==> config.mk <==
export PLATFORM = sky130hd
export DESIGN_NAME = dram_arbiter
export DESIGN_NICKNAME = d
export VERILOG_FILES = /design/src/rtl/dram_arbiter_pkg.sv /design/src/rtl/dram_write_buffer.sv /design/src/rtl/dram_arbiter.sv
export SDC_FILE = /design/constraint.sdc
export NUM_CORES = 1
export LEC_CHECK = 0
export ABC_AREA = 1
export CORE_UTILIZATION = 47
export CTS_BUF_LIST = sky130_fd_sc_hd__clkbuf_4
export CTS_CLUSTER_DIAMETER = 100
export CTS_CLUSTER_SIZE = 8
export DETAILED_ROUTE_END_ITERATION = 6
export GPL_TIMING_DRIVEN = 0
export PLACE_DENSITY = 0.84
export SYNTH_ARGS = -nofsm -noshare
export SYNTH_HDL_FRONTEND = slang
export SYNTH_SLANG_ARGS = --single-unit
==> constraint.sdc <==
create_clock -name clk -period 1.6 [get_ports clk]
set_input_delay 0.16 -clock clk [delete_from_list [all_inputs] [get_ports clk]]
set_output_delay 0.16 -clock clk [all_outputs]
set_load 0.02 [all_outputs]
==> src/rtl/dram_arbiter_pkg.sv <==
// rtl/dram_arbiter_pkg.sv - grant-select encoding and host FSM state codes for the data-RAM arbiter
package dram_arbiter_pkg;

   // Which requester owns the RAM port this cycle
   typedef enum logic [1:0] {
      GNT_NONE = 2'd0,
      GNT_P    = 2'd1,
      GNT_W    = 2'd2,
      GNT_H    = 2'd3
   } grant_t;

   // Host/debug port transaction states
   typedef enum logic [1:0] {
      IDLE  = 2'd0,
      HREAD = 2'd1,
      HDONE = 2'd2
   } host_state_t;

   localparam logic [1:0] WBUF_DEPTH = 2'd2;

endpackage

==> src/rtl/dram_write_buffer.sv <==
// rtl/dram_write_buffer.sv - 2-entry posted-write FIFO with youngest-match address lookup
module dram_write_buffer
   import dram_arbiter_pkg::*;
#(
   parameter int A_WIDTH = 12,
   parameter int D_WIDTH = 8
) (
   input  logic               clk,
   input  logic               reset,
   input  logic               enq,
   input  logic [A_WIDTH-1:0] enq_addr,
   input  logic [D_WIDTH-1:0] enq_data,
   input  logic               deq,
   output logic [A_WIDTH-1:0] head_addr,
   output logic [D_WIDTH-1:0] head_data,
   output logic [1:0]         count,
   output logic               full,
   input  logic [A_WIDTH-1:0] q_addr,
   output logic               hit,
   output logic [D_WIDTH-1:0] hit_data
);

   // Slot 0 is always the head; slot 1 is the tail when two entries are held.
   logic [A_WIDTH-1:0] addr0, addr1;
   logic [D_WIDTH-1:0] data0, data1;
   logic [1:0]         count_q, count_next;

   assign head_addr = addr0;
   assign head_data = data0;
   assign count     = count_q;

   // Occupancy after this cycle's enqueue/dequeue
   always_comb begin
      count_next = count_q;
      if (enq && !deq)
         count_next = count_q + 2'd1;
      else if (!enq && deq)
         count_next = count_q - 2'd1;
   end

   // FIFO storage as a two-slot shift register; full is registered from the next count
   always_ff @(posedge clk or negedge reset) begin
      if (!reset) begin
         addr0   <= '0;
         data0   <= '0;
         addr1   <= '0;
         data1   <= '0;
         count_q <= 2'd0;
         full    <= 1'b0;
      end else begin
         case ({enq, deq})
            2'b10: begin
               if (count_q == 2'd0) begin
                  addr0 <= enq_addr;
                  data0 <= enq_data;
               end else begin
                  addr1 <= enq_addr;
                  data1 <= enq_data;
               end
            end
            2'b01: begin
               addr0 <= addr1;
               data0 <= data1;
            end
            2'b11: begin
               if (count_q == 2'd1) begin
                  addr0 <= enq_addr;
                  data0 <= enq_data;
               end else begin
                  addr0 <= addr1;
                  data0 <= data1;
                  addr1 <= enq_addr;
                  data1 <= enq_data;
               end
            end
            default: ;
         endcase
         count_q <= count_next;
         full    <= (count_next == WBUF_DEPTH);
      end
   end

   // Associative lookup; the tail test comes last so the younger entry wins
   always_comb begin
      hit      = 1'b0;
      hit_data = '0;
      if (count_q >= 2'd1 && addr0 == q_addr) begin
         hit      = 1'b1;
         hit_data = data0;
      end
      if (count_q == 2'd2 && addr1 == q_addr) begin
         hit      = 1'b1;
         hit_data = data1;
      end
   end

endmodule

==> src/rtl/dram_arbiter.sv <==
// rtl/dram_arbiter.sv - fixed-priority data-RAM arbiter for pipeline read, buffered write and host port
module dram_arbiter
   import dram_arbiter_pkg::*;
#(
   parameter int A_WIDTH = 12,
   parameter int D_WIDTH = 8
) (
   input  logic               clk,
   input  logic               reset,
   input  logic               rce,
   input  logic [A_WIDTH-1:0] ra,
   output logic [D_WIDTH-1:0] rd,
   input  logic               wce,
   input  logic [A_WIDTH-1:0] wa,
   input  logic [D_WIDTH-1:0] wd,
   output logic               wfull,
   output logic               overflow,
   input  logic               hreq,
   input  logic               hwe,
   input  logic [A_WIDTH-1:0] ha,
   input  logic [D_WIDTH-1:0] hwd,
   output logic               hack,
   output logic [D_WIDTH-1:0] hrd,
   output logic               mce,
   output logic               mwe,
   output logic [A_WIDTH-1:0] ma,
   output logic [D_WIDTH-1:0] mwd,
   input  logic [D_WIDTH-1:0] mrd
);

   grant_t             grant;
   host_state_t        state;
   logic               enq;
   logic [A_WIDTH-1:0] head_addr;
   logic [D_WIDTH-1:0] head_data;
   logic [1:0]         wb_count;
   logic               wb_hit;
   logic [D_WIDTH-1:0] wb_hit_data;
   logic               fwd_hit_d, fwd_hit_q;
   logic [D_WIDTH-1:0] fwd_data_d, fwd_data_q;
   logic               rd_pend_q;
   logic [D_WIDTH-1:0] rd_hold_q;

   // A write arriving while the buffer is full is dropped
   assign enq = wce && !wfull;

   dram_write_buffer #(
      .A_WIDTH(A_WIDTH),
      .D_WIDTH(D_WIDTH)
   ) u_wbuf (
      .clk      (clk),
      .reset    (reset),
      .enq      (enq),
      .enq_addr (wa),
      .enq_data (wd),
      .deq      (grant == GNT_W),
      .head_addr(head_addr),
      .head_data(head_data),
      .count    (wb_count),
      .full     (wfull),
      .q_addr   (ra),
      .hit      (wb_hit),
      .hit_data (wb_hit_data)
   );

   // Fixed-priority grant; holding reset low parks the port so mce/mwe stay 0
   always_comb begin
      grant = GNT_NONE;
      if (reset) begin
         if (rce)
            grant = GNT_P;
         else if (wb_count != 2'd0)
            grant = GNT_W;
         else if (state == IDLE && hreq)
            grant = GNT_H;
      end
   end

   // RAM port driven straight from the grant
   always_comb begin
      mce = 1'b0;
      mwe = 1'b0;
      ma  = '0;
      mwd = '0;
      case (grant)
         GNT_P: begin
            mce = 1'b1;
            ma  = ra;
         end
         GNT_W: begin
            mce = 1'b1;
            mwe = 1'b1;
            ma  = head_addr;
            mwd = head_data;
         end
         GNT_H: begin
            mce = 1'b1;
            mwe = hwe;
            ma  = ha;
            mwd = hwd;
         end
         default: ;
      endcase
   end

   // Forwarding source for a read: same-cycle write first, then youngest buffered entry
   always_comb begin
      fwd_hit_d  = 1'b0;
      fwd_data_d = '0;
      if (enq && wa == ra) begin
         fwd_hit_d  = 1'b1;
         fwd_data_d = wd;
      end else if (wb_hit) begin
         fwd_hit_d  = 1'b1;
         fwd_data_d = wb_hit_data;
      end
   end

   // Capture the forwarding decision in the rce cycle and remember the last delivered word
   always_ff @(posedge clk or negedge reset) begin
      if (!reset) begin
         fwd_hit_q  <= 1'b0;
         fwd_data_q <= '0;
         rd_pend_q  <= 1'b0;
         rd_hold_q  <= '0;
      end else begin
         if (rce) begin
            fwd_hit_q  <= fwd_hit_d;
            fwd_data_q <= fwd_data_d;
         end
         rd_pend_q <= rce;
         rd_hold_q <= rd;
      end
   end

   // RAM data arrives the cycle after rce, so rd is selected here rather than re-registered
   assign rd = rd_pend_q ? (fwd_hit_q ? fwd_data_q : mrd) : rd_hold_q;

   // Sticky record of a write offered to a full buffer
   always_ff @(posedge clk or negedge reset) begin
      if (!reset)
         overflow <= 1'b0;
      else if (wce && wfull)
         overflow <= 1'b1;
   end

   // Host FSM with registered hack/hrd
   always_ff @(posedge clk or negedge reset) begin
      if (!reset) begin
         state <= IDLE;
         hack  <= 1'b0;
         hrd   <= '0;
      end else begin
         case (state)
            IDLE: begin
               hack <= 1'b0;
               if (grant == GNT_H) begin
                  if (hwe) begin
                     state <= HDONE;
                     hack  <= 1'b1;
                  end else begin
                     state <= HREAD;
                  end
               end
            end
            HREAD: begin
               hrd   <= mrd;
               hack  <= 1'b1;
               state <= HDONE;
            end
            HDONE: begin
               hack  <= 1'b0;
               state <= IDLE;
            end
            default: begin
               hack  <= 1'b0;
               state <= IDLE;
            end
         endcase
      end
   end

endmodule

# Yosys cells after proc, flatten, opt, wreduce, memory -nomap -nowiden
# Cells that the tools add are included.
[totals]
in_bits = 66
register_bits = 73
wordCells = 91
[op_classes]
order_cmp = 1
add_sub_neg = 2
mux = 38
reduce_logical = 19
eq_ne = 17
[op_table]
columns = ["operator", "count"]
rows = [
  ["8-bit two-way mux", 10],
  ["12-bit one-hot mux with 3 select lines", 2],
  ["12-bit two-way mux", 4],
  ["12-bit equality test", 3],
  ["8-bit one-hot mux with 2 select lines", 2],
  ["12-bit one-hot mux with 2 select lines", 1],
  ["8-bit one-hot mux with 3 select lines", 1],
  ["2-bit two-way mux", 8],
  ["2-bit equality test (second input constant)", 6],
  ["2-bit by 1-bit equality test with 1-bit output (second input constant)", 4],
  ["1-bit logical AND", 8],
  ["1-bit two-way mux", 7],
  ["2-bit zero test", 2],
  ["2-bit by 1-bit != test with 1-bit output (second input constant)", 2],
  ["2-bit != test (second input constant)", 2],
  ["1-bit one-hot mux with 2 select lines", 2],
  ["2-bit one-hot mux with 2 select lines", 1],
  ["2-bit nonzero test", 2],
  ["1-bit zero test", 3],
  ["3-bit AND reduction", 1],
  ["3-bit nonzero test", 1],
  ["3-bit OR reduction", 1],
  ["2-bit by 1-bit adder with 2-bit output (second input constant)", 1],
  ["2-bit by 1-bit greater-or-equal comparator with 1-bit output (second input constant)", 1],
  ["2 further kinds", 2],
]

# Longest topological paths before layout
# Gate-level depths: netlist (run 1).
[logic_depth]
depth_word = 11
mapped_depth = 13
ltp_nobuf = 12

# Cells and area by module
# From an unflattened synthesis (run 1), not the netlist that was laid out.
[unflattened]
hier_cells = 608
area_unflattened_um2 = 4361.7
[modules_own_cells]
columns = ["mod", "cells_per_inst", "seq_area_each_um2", "area_per_inst_um2", "n_inst"]
rows = [
  ["dram_write_buffer", 337, 1076.0, 2454.9, 1],
  ["dram_arbiter", 271, 750.7, 1906.8, 1],
]

# Worst setup path after synthesis (run 1)
# Ideal clock, no wire load.
[synth_path]
path_type = "reg-to-output"
startpoint = "reg u_wbuf.count_q[0] (netlist: u_wbuf.count[0])"
endpoint = "out mwe"
required_ns = 1.440
n_path_buf = 1
arrival_ns = 1.561
slack_ns = -0.121
path_stages_with_launch = 6
cell_sequence = "dfrtp_1 > inv_1 > ha_1 > nand4_1 > clkbuf_1 > o21ai_0"
[synth_via]
elab_chain_len = 6
[synth_lines]
columns = ["item", "line_no", "text"]
rows = [
  ["start, declared", "dram_write_buffer.sv:26", "logic [1:0] count_q, count_next;"],
  ["start signal, assigned", "dram_write_buffer.sv:78", "count_q <= count_next;"],
  ["2-bit nonzero test (*)", "dram_arbiter.sv:72", "else if (wb_count != 2'd0)"],
  ["2-bit two-way mux (*)", "dram_arbiter.sv:72", ""],
  ["2-bit two-way mux (*)", "dram_arbiter.sv:70", "if (rce)"],
  ["2-bit two-way mux (*)", "dram_arbiter.sv:69", "if (reset) begin"],
  ["2-bit equality test", "dram_arbiter.sv:85", "case (grant)"],
  ["1-bit one-hot mux with 2 select lines (*)", "dram_arbiter.sv:85", ""],
  ["end, declared", "dram_arbiter.sv:25", "output logic mwe,"],
]
# Every way passes the cells marked *; elsewhere a longest branch is shown, timed or not.

# Final worst setup path (run 1)
[layout_path]
startpoint = "in rce"
endpoint = "out ma[3]"
[layout_via]
elab_chain_len = 4
[layout_lines]
columns = ["item", "line_no", "text"]
rows = [
  ["start, declared", "dram_arbiter.sv:10", "input logic rce,"],
  ["2-bit two-way mux (*)", "dram_arbiter.sv:70", ""],
  ["2-bit two-way mux (*)", "dram_arbiter.sv:69", ""],
  ["2-bit equality test or 2-bit by 1-bit equality test with 1-bit output (tied branches)", "dram_arbiter.sv:85", ""],
  ["12-bit one-hot mux with 3 select lines (*)", "dram_arbiter.sv:85", ""],
  ["end, declared", "dram_arbiter.sv:26", "output logic [A_WIDTH-1:0] ma,"],
]
# Marks and branches as above.

==> impl_metrics.xml, run 1 <==
<?xml version="1.0" encoding="UTF-8"?>
<metrics>
  <group name="setup_path">
    <metric name="slowest_stage" unit="">sky130_fd_sc_hd__clkdlybuf4s50_1</metric>
    <metric name="path_delay_family" unit="">buffers and inverters</metric>
    <metric name="setup.reg_to_reg.worst_slack" unit="ns">-0.55</metric>
    <metric name="critical_path_source_type" unit="">input pin</metric>
    <metric name="critical_path_required" unit="ns">1.44</metric>
    <metric name="worstPathMaxFanout" unit="">10</metric>
    <metric name="crit_path_max_incr_delay" unit="ns">0.54</metric>
    <metric name="timing.critical_path.cells" unit="">clkdlybuf4s50_1, clkbuf_2, nand2_1, inv_1, clkbuf_2, nand2_1, o221ai_4, buf_6</metric>
    <metric name="cp_num_buf_inv" unit="">5</metric>
    <metric name="critical_path_cell_count" unit="">8</metric>
    <metric name="rr_worst_depth" unit="">11</metric>
    <metric name="worstSetupPathType" unit="">input pin to output port</metric>
    <metric name="worstSetupEndpointType" unit="">output port</metric>
    <metric name="cp_data_arrival_time" unit="ns">2.03</metric>
  </group>
  <group name="hold_path">
    <metric name="min_path_type" unit="">input pin to asynchronous set/reset pin</metric>
  </group>
  <group name="clock_tree">
    <metric name="clock_path_buffers" unit="">2</metric>
    <metric name="cts_buffers" unit="">9</metric>
    <metric name="clock-sinks" unit="">73</metric>
    <metric name="cts-root-buf" unit="">sky130_fd_sc_hd__clkbuf_4</metric>
    <metric name="clock_insertion_delay_worst_skew" unit="ns">0.47</metric>
    <metric name="cts.htree.levels" unit="">3</metric>
    <metric name="tritoncts" unit="">done</metric>
    <metric name="hold_buf_cts" unit="">3</metric>
    <metric name="clk_transition_reported_paths" unit="ns">0.15</metric>
  </group>
  <group name="status">
    <metric name="status" unit="">finished, violations left</metric>
    <metric name="violations" unit="">DRC, hold timing, setup timing</metric>
  </group>
  <group name="drt">
    <metric name="remaining_drc_errors" unit="">63</metric>
    <metric name="drt.antenna.violating_nets" unit="">0</metric>
    <metric name="detailed_route_vias_per_instance" unit="">6.18</metric>
    <metric name="vias_after_detailed_routing" unit="">5485</metric>
    <metric name="dr.first_iter.drc_count" unit="">599</metric>
    <metric name="wl_per_cell" unit="um">22.6</metric>
    <metric name="totalWireLength" unit="um">20000</metric>
    <metric name="first_pass_iters" unit="">7</metric>
  </group>
  <group name="floorplan">
    <metric name="ioPinCount" unit="">107</metric>
    <metric name="initial_core_utilization" unit="%">49.6</metric>
    <metric name="die_area" unit="um2">9770</metric>
    <metric name="placementRows" unit="">34</metric>
    <metric name="core_region_area" unit="um2">8890</metric>
    <metric name="die_h" unit="um">98.8</metric>
    <metric name="chipWidth" unit="um">98.8</metric>
  </group>
  <group name="finish">
    <metric name="multiInputGateArea" unit="um2">2930</metric>
    <metric name="layout-area-overhead-vs-synth" unit="%">68.6</metric>
    <metric name="layoutNonFillerInstCount" unit="">887</metric>
    <metric name="final_util" unit="%">83.5</metric>
    <metric name="final_layout_size_suffix_gt1_share" unit="%">38.8</metric>
    <metric name="antennaDiodeCount" unit="">0</metric>
    <metric name="nets" unit="">844</metric>
    <metric name="layout.area.seq" unit="um2">1830</metric>
    <metric name="area_of_all_placed_cells_without_fillers" unit="um2">7430</metric>
    <metric name="filler_cell_count" unit="">445</metric>
  </group>
  <group name="timing">
    <metric name="max_freq" unit="MHz">458</metric>
    <metric name="final-hold-violation-count" unit="">50</metric>
    <metric name="setup_repair_after_global_routing_missed_its_margin" unit="">yes</metric>
    <metric name="clock_skew" unit="ns">0.0304</metric>
    <metric name="setup_viol_count_final" unit="">82</metric>
    <metric name="tightestPinTransition" unit="ns">1.21</metric>
    <metric name="timing.slew.headroom" unit="%">19.2</metric>
    <metric name="fin_crit_sh" unit="%">137</metric>
    <metric name="final_max_slew_viols" unit="">0</metric>
    <metric name="final_hold_slack" unit="ns">-0.147</metric>
    <metric name="period_needed" unit="ns">2.19</metric>
    <metric name="post-route-worst-setup-slack" unit="ns">-0.585</metric>
  </group>
  <group name="placement">
    <metric name="placement.io_buffers" unit="">105</metric>
    <metric name="total_placed_instance_area" unit="um2">5640</metric>
    <metric name="dp_worst_setup_slack" unit="ns">-1.19</metric>
    <metric name="dp_hpwl" unit="um">9570</metric>
    <metric name="gp_congestion" unit="">0.986</metric>
    <metric name="numPlacedInstances" unit="">821</metric>
  </group>
  <group name="yosys">
    <metric name="synth.yosys.warnings" unit="">0</metric>
    <metric name="yosys.area.top_type_share" unit="%">41.5</metric>
    <metric name="yosysSeqAreaShare" unit="%">41.5</metric>
    <metric name="synthTopCellsByArea" unit="">sky130_fd_sc_hd__dfrtp_1 (41%), sky130_fd_sc_hd__nand2_1 (13%), sky130_fd_sc_hd__inv_1 (8.1%)</metric>
    <metric name="synth_edf_count" unit="">0</metric>
    <metric name="netlist_area" unit="um2">4410</metric>
    <metric name="synth_nets" unit="">677</metric>
    <metric name="yosys_most_used_dff" unit="">sky130_fd_sc_hd__dfrtp_1</metric>
    <metric name="yosysTopAreaCell" unit="">sky130_fd_sc_hd__dfrtp_1</metric>
    <metric name="synthArstFlopShare" unit="%">100</metric>
    <metric name="synthCells" unit="">607</metric>
    <metric name="post_synthesis_average_cell_area" unit="um2">7.26</metric>
    <metric name="ys_ff_latch" unit="">73</metric>
    <metric name="yosysUniqueCellTypes" unit="">32</metric>
  </group>
  <group name="global_routing">
    <metric name="grt_max_degree" unit="">55</metric>
    <metric name="global_route.usage.total" unit="%">31.1</metric>
    <metric name="vias_in_the_first_global_route" unit="">4915</metric>
    <metric name="global_route_wire_length_before_repair" unit="um">23500</metric>
    <metric name="antenna_found_initial" unit="">0</metric>
    <metric name="grt.overflow.total" unit="">0</metric>
  </group>
  <group name="pwr">
    <metric name="internal_power" unit="mW">5.51</metric>
    <metric name="irDropWorstVdd" unit="V">0.000757</metric>
    <metric name="totalPowerFinal" unit="mW">10.6</metric>
    <metric name="power.net_switching" unit="mW">5.08</metric>
    <metric name="switching_fraction_of_total_power" unit="%">48.0</metric>
    <metric name="static_leakage_power" unit="nW">3.53</metric>
    <metric name="clock_power_share" unit="%">10.5</metric>
    <metric name="seqPwrFrac" unit="%">28.9</metric>
    <metric name="share_comb_of_total_power" unit="%">60.6</metric>
    <metric name="p_per_area" unit="nW/um2">1420</metric>
  </group>
  <group name="flow_run">
    <metric name="max_cap_viols" unit="">0</metric>
  </group>
</metrics>
[path summary, 6_finish.rpt]
path	start	to
hold / removal	reset	u_wbuf.data1[2]
hold reg to reg	hrd[0]	hrd[0]
setup / recovery	rce	ma[3]
min in group clk	rce	rd_pend_q
max in group asynchronous	reset	u_wbuf.head_addr[10]
setup reg to reg	u_wbuf.count[1]	u_wbuf.addr1[5]
[per-stage QoR]
stage | hold slack, ns | setup TNS [ns]
4_1_cts | -0.116 | -9.29
3_3_place_gp | 0.440 | -389.05
3_5_place_dp | 0.0971 | -48.06
5_1_grt | -0.122 | -25.41
6_report | -0.147 | -22.82
2_1_floorplan | -0.136 | -0.817
[layer usage]
layer | vias up | part of all wire, % | GRT usage (%)
met3 | 169 | 12 | 7.23
li1 | 2282 | - | -
met1 | 2560 | 33 | 35.6
met5 | - | 0 | 0
met4 | 0 | 7.9 | 15.0
met2 | 474 | 48 | 54.7
[cells by family (layout without fill, tap and decap cells)]
group | after synthesis | after routing | synth area share (%)
adders and majority gates | 4 | 4 | 1.14
xor gates and xnor gates | 9 | 9 | 1.79
DFF | 73 | 73 | 41.5
buffers and inverters | 133 | 305 | 11.6
AOI/OAI and AO/OA | 107 | 107 | 15.8
and+or+nand+nor | 281 | 281 | 28.2
[cells in the mapped netlist (8+ instances only)]
master / number
sky130_fd_sc_hd__nor2_1: 59
sky130_fd_sc_hd__a21oi_1: 23
sky130_fd_sc_hd__o221ai_1: 31
sky130_fd_sc_hd__inv_2: 13
sky130_fd_sc_hd__dfrtp_1: 73
sky130_fd_sc_hd__inv_1: 95
sky130_fd_sc_hd__nand3_1: 37
sky130_fd_sc_hd__clkbuf_1: 19
sky130_fd_sc_hd__o21a_1: 8
sky130_fd_sc_hd__nor2_2: 8
sky130_fd_sc_hd__o21ai_0: 25
sky130_fd_sc_hd__o22ai_1: 9
sky130_fd_sc_hd__nand2_1: 155
[power by group through the flow]
stage	Combinational [mW]	Sequential (mW)	Clock, mW
after floorplan	2.28	3.02	0
after global placement	3.68	2.92	0
after detailed placement	3.80	2.95	0
after CTS	4.42	2.91	1.05
after global routing	6.69	3.11	1.16
final	6.41	3.06	1.11
[cell type report]
cell class / count / area share (%)
Clock inverter: 6 / 0.590
Timing Repair Buffer: 160 / 23.1
Clock buffer: 10 / 1.01
Buffer: 21 / 3.82
Inverter: 108 / 5.59
Multi-Input combinational cell: 401 / 39.4
Sequential cell: 73 / 24.6
Tap cell: 108 / 1.82
[flip-flops by register name, indices dropped and copies added, names as in the netlist]
| register | count |
|---|---|
| hrd | 8 |
| u_wbuf.addr1 | 12 |
| overflow | 1 |
| hack | 1 |
| u_wbuf.data1 | 8 |
| rd_pend_q | 1 |
| state | 2 |
| u_wbuf.count | 2 |
| u_wbuf.full | 1 |
| u_wbuf.head_addr | 12 |
| fwd_hit_q | 1 |
| u_wbuf.head_data | 8 |
| rd_hold_q | 8 |
| fwd_data_q | 8 |
[worst min-delay path, cell delays in order]
cell	delay, ns
sky130_fd_sc_hd__buf_4	0.10
sky130_fd_sc_hd__buf_12	0.10
sky130_fd_sc_hd__buf_12	0.10
sky130_fd_sc_hd__buf_16	0.26
[cells in the final DEF, fill, tap and decap left out, drive strengths merged]
master and count:
a31oi 1, clkinvlp 4, clkdlybuf4s50 64, nor2 71, ha 4, dlygate4sd3 1
xnor2 5, o211ai 3, inv 109, a21o 1, dlygate4sd2 1, nand2 164
buf 90, o21ai 30, a21oi 23, dlymetal6s2s 9, o221ai 31, nand4 3
nand3 37, nand3b 3, o21bai 1, dfrtp 73, nor3 3, clkinv 1
xor2 4, clkbuf 26, o21a 8, o22ai 9
[what timing repair did]
action                                 CTS  global route
endpoints found under the hold margin   66            50
buffers inserted                        24            19
cloned                                   3             7
setup endpoints to repair               86            91
resized for setup                      272           213
pin swaps                               18            37
(Power assumes the default switching activity.)
==> run 2: changes to the inputs <==
--- a/config.mk
+++ b/config.mk
@@ -6,6 +6,7 @@
 export NUM_CORES = 1
 export LEC_CHECK = 0
 export ABC_AREA = 1
+export CAP_MARGIN = 20
 export CORE_UTILIZATION = 47
 export CTS_BUF_LIST = sky130_fd_sc_hd__clkbuf_4
 export CTS_CLUSTER_DIAMETER = 100
==> run 2 against run 1 <==
Net effect: the run ends with hold timing, setup timing left; total power decreased by 0.53%; maximum frequency decreased by 0.44%; cell area is 0.20% higher; worst hold slack worse by 0.012 ns; largest power group unchanged.
==> impl_metrics.xml, run 2 (same netlist as run 1, synthesis figures left out) <==
<?xml version="1.0" encoding="UTF-8"?>
<metrics>
  <group name="finish">
    <metric name="most-common-layout-cells" unit="">sky130_fd_sc_hd__nand2_1 (126), sky130_fd_sc_hd__inv_1 (89), sky130_fd_sc_hd__dfrtp_1 (70)</metric>
    <metric name="filler_cell_count" unit="">459</metric>
    <metric name="antennaDiodeCount" unit="">0</metric>
    <metric name="final_common_cell" unit="">sky130_fd_sc_hd__nand2_1</metric>
    <metric name="layoutNonFillerInstCount" unit="">888</metric>
    <metric name="layout-area-overhead-vs-synth" unit="%">68.9</metric>
    <metric name="final_layout_size_suffix_gt1_share" unit="%">38.8</metric>
    <metric name="nets" unit="">845</metric>
  </group>
  <group name="setup_path">
    <metric name="slowest_stage" unit="">sky130_fd_sc_hd__dfrtp_1</metric>
    <metric name="worstSetupPathType" unit="">flop to output port</metric>
    <metric name="timing.critical_path.cells" unit="">inv_2, ha_4, nand4_1, buf_6, clkbuf_16, o221ai_2, buf_4</metric>
    <metric name="cp_data_arrival_time" unit="ns">2.04</metric>
    <metric name="worstSetupStartpoint" unit="">u_wbuf.count[1]</metric>
    <metric name="critical_path_required" unit="ns">1.44</metric>
    <metric name="path_delay_family" unit="">buffers and inverters</metric>
    <metric name="r2r-end" unit="">fwd_data_q[2]</metric>
    <metric name="critical_path_source_type" unit="">flop</metric>
    <metric name="worstPathMaxFanout" unit="">5</metric>
    <metric name="cp_num_buf_inv" unit="">4</metric>
    <metric name="crit_path_max_incr_delay" unit="ns">0.43</metric>
    <metric name="critical_path.reg2reg.startpoint" unit="">u_wbuf.count[1]</metric>
    <metric name="setup.reg_to_reg.worst_slack" unit="ns">-0.34</metric>
    <metric name="worstSetupEndpointType" unit="">output port</metric>
    <metric name="rr_worst_depth" unit="">13</metric>
  </group>
  <group name="clock_tree">
    <metric name="cts.htree.levels" unit="">3</metric>
    <metric name="clk_transition_reported_paths" unit="ns">0.15</metric>
    <metric name="clock-sinks" unit="">73</metric>
    <metric name="hold_buf_cts" unit="">3</metric>
    <metric name="cts_buffers" unit="">9</metric>
    <metric name="clock_insertion_delay_worst_skew" unit="ns">0.46</metric>
    <metric name="tritoncts" unit="">done</metric>
    <metric name="clock_path_buffers" unit="">2</metric>
    <metric name="cts-root-buf" unit="">sky130_fd_sc_hd__clkbuf_4</metric>
  </group>
  <group name="drt">
    <metric name="dr.first_iter.drc_count" unit="">418</metric>
    <metric name="drt.antenna.violating_nets" unit="">0</metric>
    <metric name="detailed_route_vias_per_instance" unit="">6.15</metric>
    <metric name="wl_per_cell" unit="um">21.8</metric>
    <metric name="totalWireLength" unit="um">19300</metric>
    <metric name="remaining_drc_errors" unit="">0</metric>
    <metric name="vias_after_detailed_routing" unit="">5461</metric>
    <metric name="first_pass_iters" unit="">6</metric>
  </group>
  <group name="timing">
    <metric name="tightestPinTransition" unit="ns">0.503</metric>
    <metric name="setup_viol_count_final" unit="">82</metric>
    <metric name="final-hold-violation-count" unit="">50</metric>
    <metric name="timing.slew.headroom" unit="%">66.3</metric>
    <metric name="period_needed" unit="ns">2.20</metric>
    <metric name="final_max_slew_viols" unit="">0</metric>
    <metric name="setup_repair_after_global_routing_missed_its_margin" unit="">yes</metric>
    <metric name="post-route-worst-setup-slack" unit="ns">-0.595</metric>
    <metric name="fin_crit_sh" unit="%">137</metric>
    <metric name="final_hold_slack" unit="ns">-0.159</metric>
    <metric name="clock_skew" unit="ns">0.0261</metric>
    <metric name="max_freq" unit="MHz">456</metric>
  </group>
  <group name="hold_path">
    <metric name="min_path_type" unit="">input pin to asynchronous set/reset pin</metric>
  </group>
  <group name="global_routing">
    <metric name="grt.overflow.total" unit="">0</metric>
    <metric name="grt_max_degree" unit="">55</metric>
    <metric name="global_route_wire_length_before_repair" unit="um">23500</metric>
    <metric name="vias_in_the_first_global_route" unit="">4915</metric>
    <metric name="global_route.usage.total" unit="%">31.1</metric>
    <metric name="antenna_found_initial" unit="">0</metric>
  </group>
  <group name="floorplan">
    <metric name="die_h" unit="um">98.8</metric>
    <metric name="die_area" unit="um2">9770</metric>
    <metric name="initial_core_utilization" unit="%">49.6</metric>
    <metric name="placementRows" unit="">34</metric>
    <metric name="ioPinCount" unit="">107</metric>
    <metric name="core_region_area" unit="um2">8890</metric>
    <metric name="chipWidth" unit="um">98.8</metric>
  </group>
  <group name="placement">
    <metric name="dp_worst_setup_slack" unit="ns">-1.19</metric>
    <metric name="dp_hpwl" unit="um">9570</metric>
    <metric name="gp_congestion" unit="">0.986</metric>
    <metric name="placement.io_buffers" unit="">105</metric>
    <metric name="numPlacedInstances" unit="">821</metric>
  </group>
  <group name="pwr">
    <metric name="p_per_area" unit="nW/um2">1410</metric>
    <metric name="totalPowerFinal" unit="mW">10.5</metric>
    <metric name="irDropWorstVdd" unit="V">0.000680</metric>
    <metric name="static_leakage_power" unit="nW">3.54</metric>
  </group>
  <group name="status">
    <metric name="violations" unit="">hold timing, setup timing</metric>
    <metric name="status" unit="">finished, violations left</metric>
  </group>
  <group name="flow_run">
    <metric name="max_cap_viols" unit="">0</metric>
  </group>
</metrics>
## run 2: cell count changes in the layout (fill, tap and decap cells not counted)
| cell | change |
|---|---|
| sky130_fd_sc_hd__buf_8 | +1 |
## run 2: where the power goes
part	internal (mW)	switching, mW
clock network	0.338	0.775
registers	2.53	0.528
logic	2.65	3.70
## run 2: metrics by stage
stage	TNS, ns	util, %	instance area (um2)
after global placement	-389.05	63.1	5610
after global routing	-24.57	83.7	7440
after detailed placement	-48.06	63.4	5640
after CTS	-9.29	71.9	6390
after floorplan	-0.817	-	4420
final	-19.91	83.7	7440
## run 2: worst register-to-register path, cell delays in order, from the launching register on
cell and delay, ns:
sky130_fd_sc_hd__dfrtp_1 0.41, sky130_fd_sc_hd__buf_4 0.13, sky130_fd_sc_hd__buf_4 0.11, sky130_fd_sc_hd__ha_4 0.13, sky130_fd_sc_hd__nand2_1 0.06, sky130_fd_sc_hd__nor2_2 0.24, sky130_fd_sc_hd__nand2_2 0.12, sky130_fd_sc_hd__nor2_4 0.20
sky130_fd_sc_hd__nand2_4 0.11, sky130_fd_sc_hd__nand2_1 0.10, sky130_fd_sc_hd__nand2_2 0.05, sky130_fd_sc_hd__nor2_2 0.10, sky130_fd_sc_hd__nor2_1 0.04, sky130_fd_sc_hd__nor2_1 0.09
## run 2: area by class of cell
| class | instances | area [um2] | area share (%) |
|---|---|---|---|
| well taps | 108 | 135 | 1.82 |
| plain buffers | 21 | 284 | 3.82 |
| flip-flops and latches | 73 | 1830 | 24.6 |
| clock buffers | 10 | 75.1 | 1.01 |
| inverters | 108 | 415 | 5.58 |
| clock inverters | 6 | 43.8 | 0.588 |
| multi-input cells | 401 | 2930 | 39.3 |
| repair buffers | 161 | 1730 | 23.3 |
## run 2: metal layers
metal	wire length [um]	vias up	GRT usage, %
li1	-	2284	-
met1	6570	2531	35.6
met2	9150	471	54.7
met5	0	-	0
met4	1640	0	15.0
met3	1980	175	7.23
## run 2: worst max-delay path by stage
stage	cells past startpoint	end	slack [ns]
floorplan	6	ma[0]	-0.05
global placement	5	ma[4]	-3.86
detailed placement	8	ma[3]	-1.19
CTS	8	ma[4]	-0.41
global route	7	ma[11]	-0.65
finish	7	ma[11]	-0.60
## run 2: repair_timing
item / CTS / global route
gates resized for setup: 272 / 213
setup endpoints to repair: 86 / 91
pin swaps: 18 / 37
gates cloned: 3 / 7
endpoints found under the hold margin: 66 / 50
buffers inserted: 24 / 19
==> run 3: changes to the inputs <==
--- a/config.mk
+++ b/config.mk
@@ -14,6 +14,7 @@
 export DETAILED_ROUTE_END_ITERATION = 6
 export GPL_TIMING_DRIVEN = 0
 export PLACE_DENSITY = 0.84
+export SKIP_CTS_REPAIR_TIMING = 1
 export SYNTH_ARGS = -nofsm -noshare
 export SYNTH_HDL_FRONTEND = slang
 export SYNTH_SLANG_ARGS = --single-unit
==> run 3 against run 2 <==
Net effect: the run still ends with hold timing, setup timing left; worst setup slack better by 0.0060 ns; clock power about the same; final cell count down 1.4%; clock skew about the same; routed wire length down 15%; sequential share of layout area up 2.1 points; critical path depth down 1; combinational power down 12%; worst hold slack worse by 0.24 ns; total power down 8.3%; first-iteration DRC count down 1.7%; register-to-register slack worse by 0.09 ns.
==> impl_metrics.xml, run 3 (same netlist as run 1, synthesis figures left out) <==
<?xml version="1.0" encoding="UTF-8"?>
<metrics>
  <group name="setup_path">
    <metric name="critical_path_required" unit="ns">1.44</metric>
    <metric name="critical_path_cell_count" unit="">6</metric>
    <metric name="slowest_stage" unit="">sky130_fd_sc_hd__dfrtp_1</metric>
    <metric name="cp_num_buf_inv" unit="">3</metric>
    <metric name="critical_path_source_type" unit="">flop</metric>
    <metric name="rr_worst_depth" unit="">12</metric>
    <metric name="worstPathMaxFanout" unit="">10</metric>
    <metric name="crit_path_max_incr_delay" unit="ns">0.45</metric>
    <metric name="worstSetupPathType" unit="">flop to output port</metric>
    <metric name="cp_data_arrival_time" unit="ns">2.03</metric>
    <metric name="timing.critical_path.cells" unit="">inv_2, ha_4, nand4_1, clkbuf_4, o22ai_1, clkbuf_2</metric>
    <metric name="worstSetupEndpointType" unit="">output port</metric>
    <metric name="path_delay_family" unit="">buffers and inverters</metric>
  </group>
  <group name="floorplan">
    <metric name="ioPinCount" unit="">107</metric>
    <metric name="placementRows" unit="">34</metric>
    <metric name="die_h" unit="um">98.8</metric>
    <metric name="chipWidth" unit="um">98.8</metric>
    <metric name="initial_core_utilization" unit="%">49.6</metric>
    <metric name="die_area" unit="um2">9770</metric>
    <metric name="core_region_area" unit="um2">8890</metric>
  </group>
  <group name="global_routing">
    <metric name="grt.overflow.total" unit="">0</metric>
    <metric name="global_route.usage.total" unit="%">27.0</metric>
    <metric name="antenna_found_initial" unit="">0</metric>
    <metric name="vias_in_the_first_global_route" unit="">4442</metric>
    <metric name="global_route_wire_length_before_repair" unit="um">20700</metric>
    <metric name="grt_max_degree" unit="">55</metric>
  </group>
  <group name="clock_tree">
    <metric name="clock_insertion_delay_worst_skew" unit="ns">0.47</metric>
    <metric name="cts-root-buf" unit="">sky130_fd_sc_hd__clkbuf_4</metric>
    <metric name="cts_buffers" unit="">9</metric>
    <metric name="tritoncts" unit="">done</metric>
    <metric name="clk_transition_reported_paths" unit="ns">0.13</metric>
    <metric name="clock-sinks" unit="">73</metric>
    <metric name="clock_path_buffers" unit="">2</metric>
    <metric name="cts.htree.levels" unit="">3</metric>
  </group>
  <group name="pwr">
    <metric name="p_per_area" unit="nW/um2">1410</metric>
    <metric name="irDropWorstVdd" unit="V">0.000758</metric>
    <metric name="seqPwrFrac" unit="%">30.9</metric>
    <metric name="switching_fraction_of_total_power" unit="%">46.3</metric>
    <metric name="totalPowerFinal" unit="mW">9.66</metric>
    <metric name="internal_power" unit="mW">5.18</metric>
    <metric name="share_comb_of_total_power" unit="%">57.8</metric>
    <metric name="static_leakage_power" unit="nW">3.36</metric>
    <metric name="power.net_switching" unit="mW">4.48</metric>
    <metric name="clock_power_share" unit="%">11.3</metric>
  </group>
  <group name="placement">
    <metric name="total_placed_instance_area" unit="um2">5640</metric>
    <metric name="placement.io_buffers" unit="">105</metric>
    <metric name="dp_hpwl" unit="um">9570</metric>
    <metric name="gp_congestion" unit="">0.986</metric>
    <metric name="numPlacedInstances" unit="">821</metric>
  </group>
  <group name="timing">
    <metric name="clock_skew" unit="ns">0.0261</metric>
    <metric name="setup_repair_after_global_routing_missed_its_margin" unit="">yes</metric>
    <metric name="fin_crit_sh" unit="%">137</metric>
    <metric name="setup_viol_count_final" unit="">82</metric>
    <metric name="final-hold-violation-count" unit="">73</metric>
    <metric name="max_freq" unit="MHz">457</metric>
    <metric name="timing.slew.headroom" unit="%">71.3</metric>
    <metric name="post-route-worst-setup-slack" unit="ns">-0.589</metric>
    <metric name="final_hold_slack" unit="ns">-0.397</metric>
    <metric name="period_needed" unit="ns">2.19</metric>
    <metric name="final_max_slew_viols" unit="">0</metric>
    <metric name="tightestPinTransition" unit="ns">0.431</metric>
  </group>
  <group name="drt">
    <metric name="wl_per_cell" unit="um">18.8</metric>
    <metric name="vias_after_detailed_routing" unit="">5102</metric>
    <metric name="totalWireLength" unit="um">16400</metric>
    <metric name="remaining_drc_errors" unit="">0</metric>
    <metric name="first_pass_iters" unit="">5</metric>
    <metric name="drt.antenna.violating_nets" unit="">0</metric>
    <metric name="detailed_route_vias_per_instance" unit="">5.82</metric>
    <metric name="dr.first_iter.drc_count" unit="">411</metric>
  </group>
  <group name="finish">
    <metric name="filler_cell_count" unit="">571</metric>
    <metric name="layout.area.seq" unit="um2">1830</metric>
    <metric name="final_layout_size_suffix_gt1_share" unit="%">33.6</metric>
    <metric name="area_of_all_placed_cells_without_fillers" unit="um2">6860</metric>
    <metric name="antennaDiodeCount" unit="">0</metric>
    <metric name="layout-area-overhead-vs-synth" unit="%">55.6</metric>
    <metric name="layoutNonFillerInstCount" unit="">876</metric>
    <metric name="final_common_cell" unit="">sky130_fd_sc_hd__nand2_1</metric>
    <metric name="nets" unit="">833</metric>
    <metric name="most-common-layout-cells" unit="">sky130_fd_sc_hd__nand2_1 (144), sky130_fd_sc_hd__inv_1 (90), sky130_fd_sc_hd__dfrtp_1 (71)</metric>
    <metric name="multiInputGateArea" unit="um2">2670</metric>
  </group>
  <group name="flow_run">
    <metric name="max_cap_viols" unit="">0</metric>
  </group>
  <group name="status">
    <metric name="violations" unit="">hold timing, setup timing</metric>
    <metric name="status" unit="">finished, violations left</metric>
  </group>
  <group name="hold_path">
    <metric name="min_path_type" unit="">input pin to asynchronous set/reset pin</metric>
  </group>
</metrics>
[run 3: cell types whose count changed in the layout (fill, tap and decap cells not counted), moves of 5 or more]
cell | previous run | this run
sky130_fd_sc_hd__o21ai_0 | 10 | 17
sky130_fd_sc_hd__nand3_2 | 21 | 16
sky130_fd_sc_hd__nand2_1 | 126 | 144
sky130_fd_sc_hd__nand2_2 | 26 | 14
sky130_fd_sc_hd__buf_4 | 39 | 44
sky130_fd_sc_hd__clkbuf_16 | 9 | 3
sky130_fd_sc_hd__o22ai_1 | 1 | 8
sky130_fd_sc_hd__buf_6 | 39 | 29
sky130_fd_sc_hd__o21ai_1 | 15 | 7
[run 3: stage by stage]
step	util, %	setup TNS (ns)	hold slack, ns	setup slack (ns)
6_report	77.1	-24.90	-0.397	-0.589
5_1_grt	77.1	-29.58	-0.378	-0.622
4_1_cts	64.7	-54.53	-0.371	-1.34
3_5_place_dp	63.4	-48.06	0.0971	-1.19
3_3_place_gp	63.1	-389.05	0.440	-3.86
2_1_floorplan	-	-0.817	-0.136	-0.0517
[run 3: final cells by class]
cell class	instances	area share [%]
Clock inverter	6	0.639
Tap cell	108	1.97
Clock buffer	10	1.09
Timing Repair Buffer	147	21.2
Multi-Input combinational cell	401	39.0
Buffer	23	3.47
Sequential cell	73	26.7
Inverter	108	6.02
[run 3: path summary, 6_finish.rpt]
kind	from	end	slack, ns
setup / recovery	u_wbuf.count[0]	mwd[7]	-0.59
hold / removal	reset	u_wbuf.addr1[3]	-0.40
setup reg to reg	u_wbuf.count[0]	u_wbuf.head_addr[11]	-0.43
hold reg to reg	hrd[7]	hrd[7]	0.49
max in group asynchronous	reset	fwd_hit_q	1.41
min in group clk	rce	rd_pend_q	0.24
[run 3: layer usage]
metal / up-vias / global-route usage, % / share of wire (%)
met3: 104 / 5.96 / 8.8
met5: - / 0 / 0
met2: 322 / 45.3 / 49
met1: 2414 / 33.3 / 36
met4: 0 / 12.6 / 6.7
li1: 2262 / - / -
[run 3: power groups by stage]
| stage | Combinational (mW) | Clock [mW] | Sequential [mW] |
|---|---|---|---|
| after floorplan | 2.28 | 0 | 3.02 |
| after global placement | 3.68 | 0 | 2.92 |
| after detailed placement | 3.80 | 0 | 2.95 |
| after CTS | 3.82 | 1.05 | 2.91 |
| after global routing | 5.90 | 1.16 | 3.06 |
| final | 5.58 | 1.09 | 2.98 |
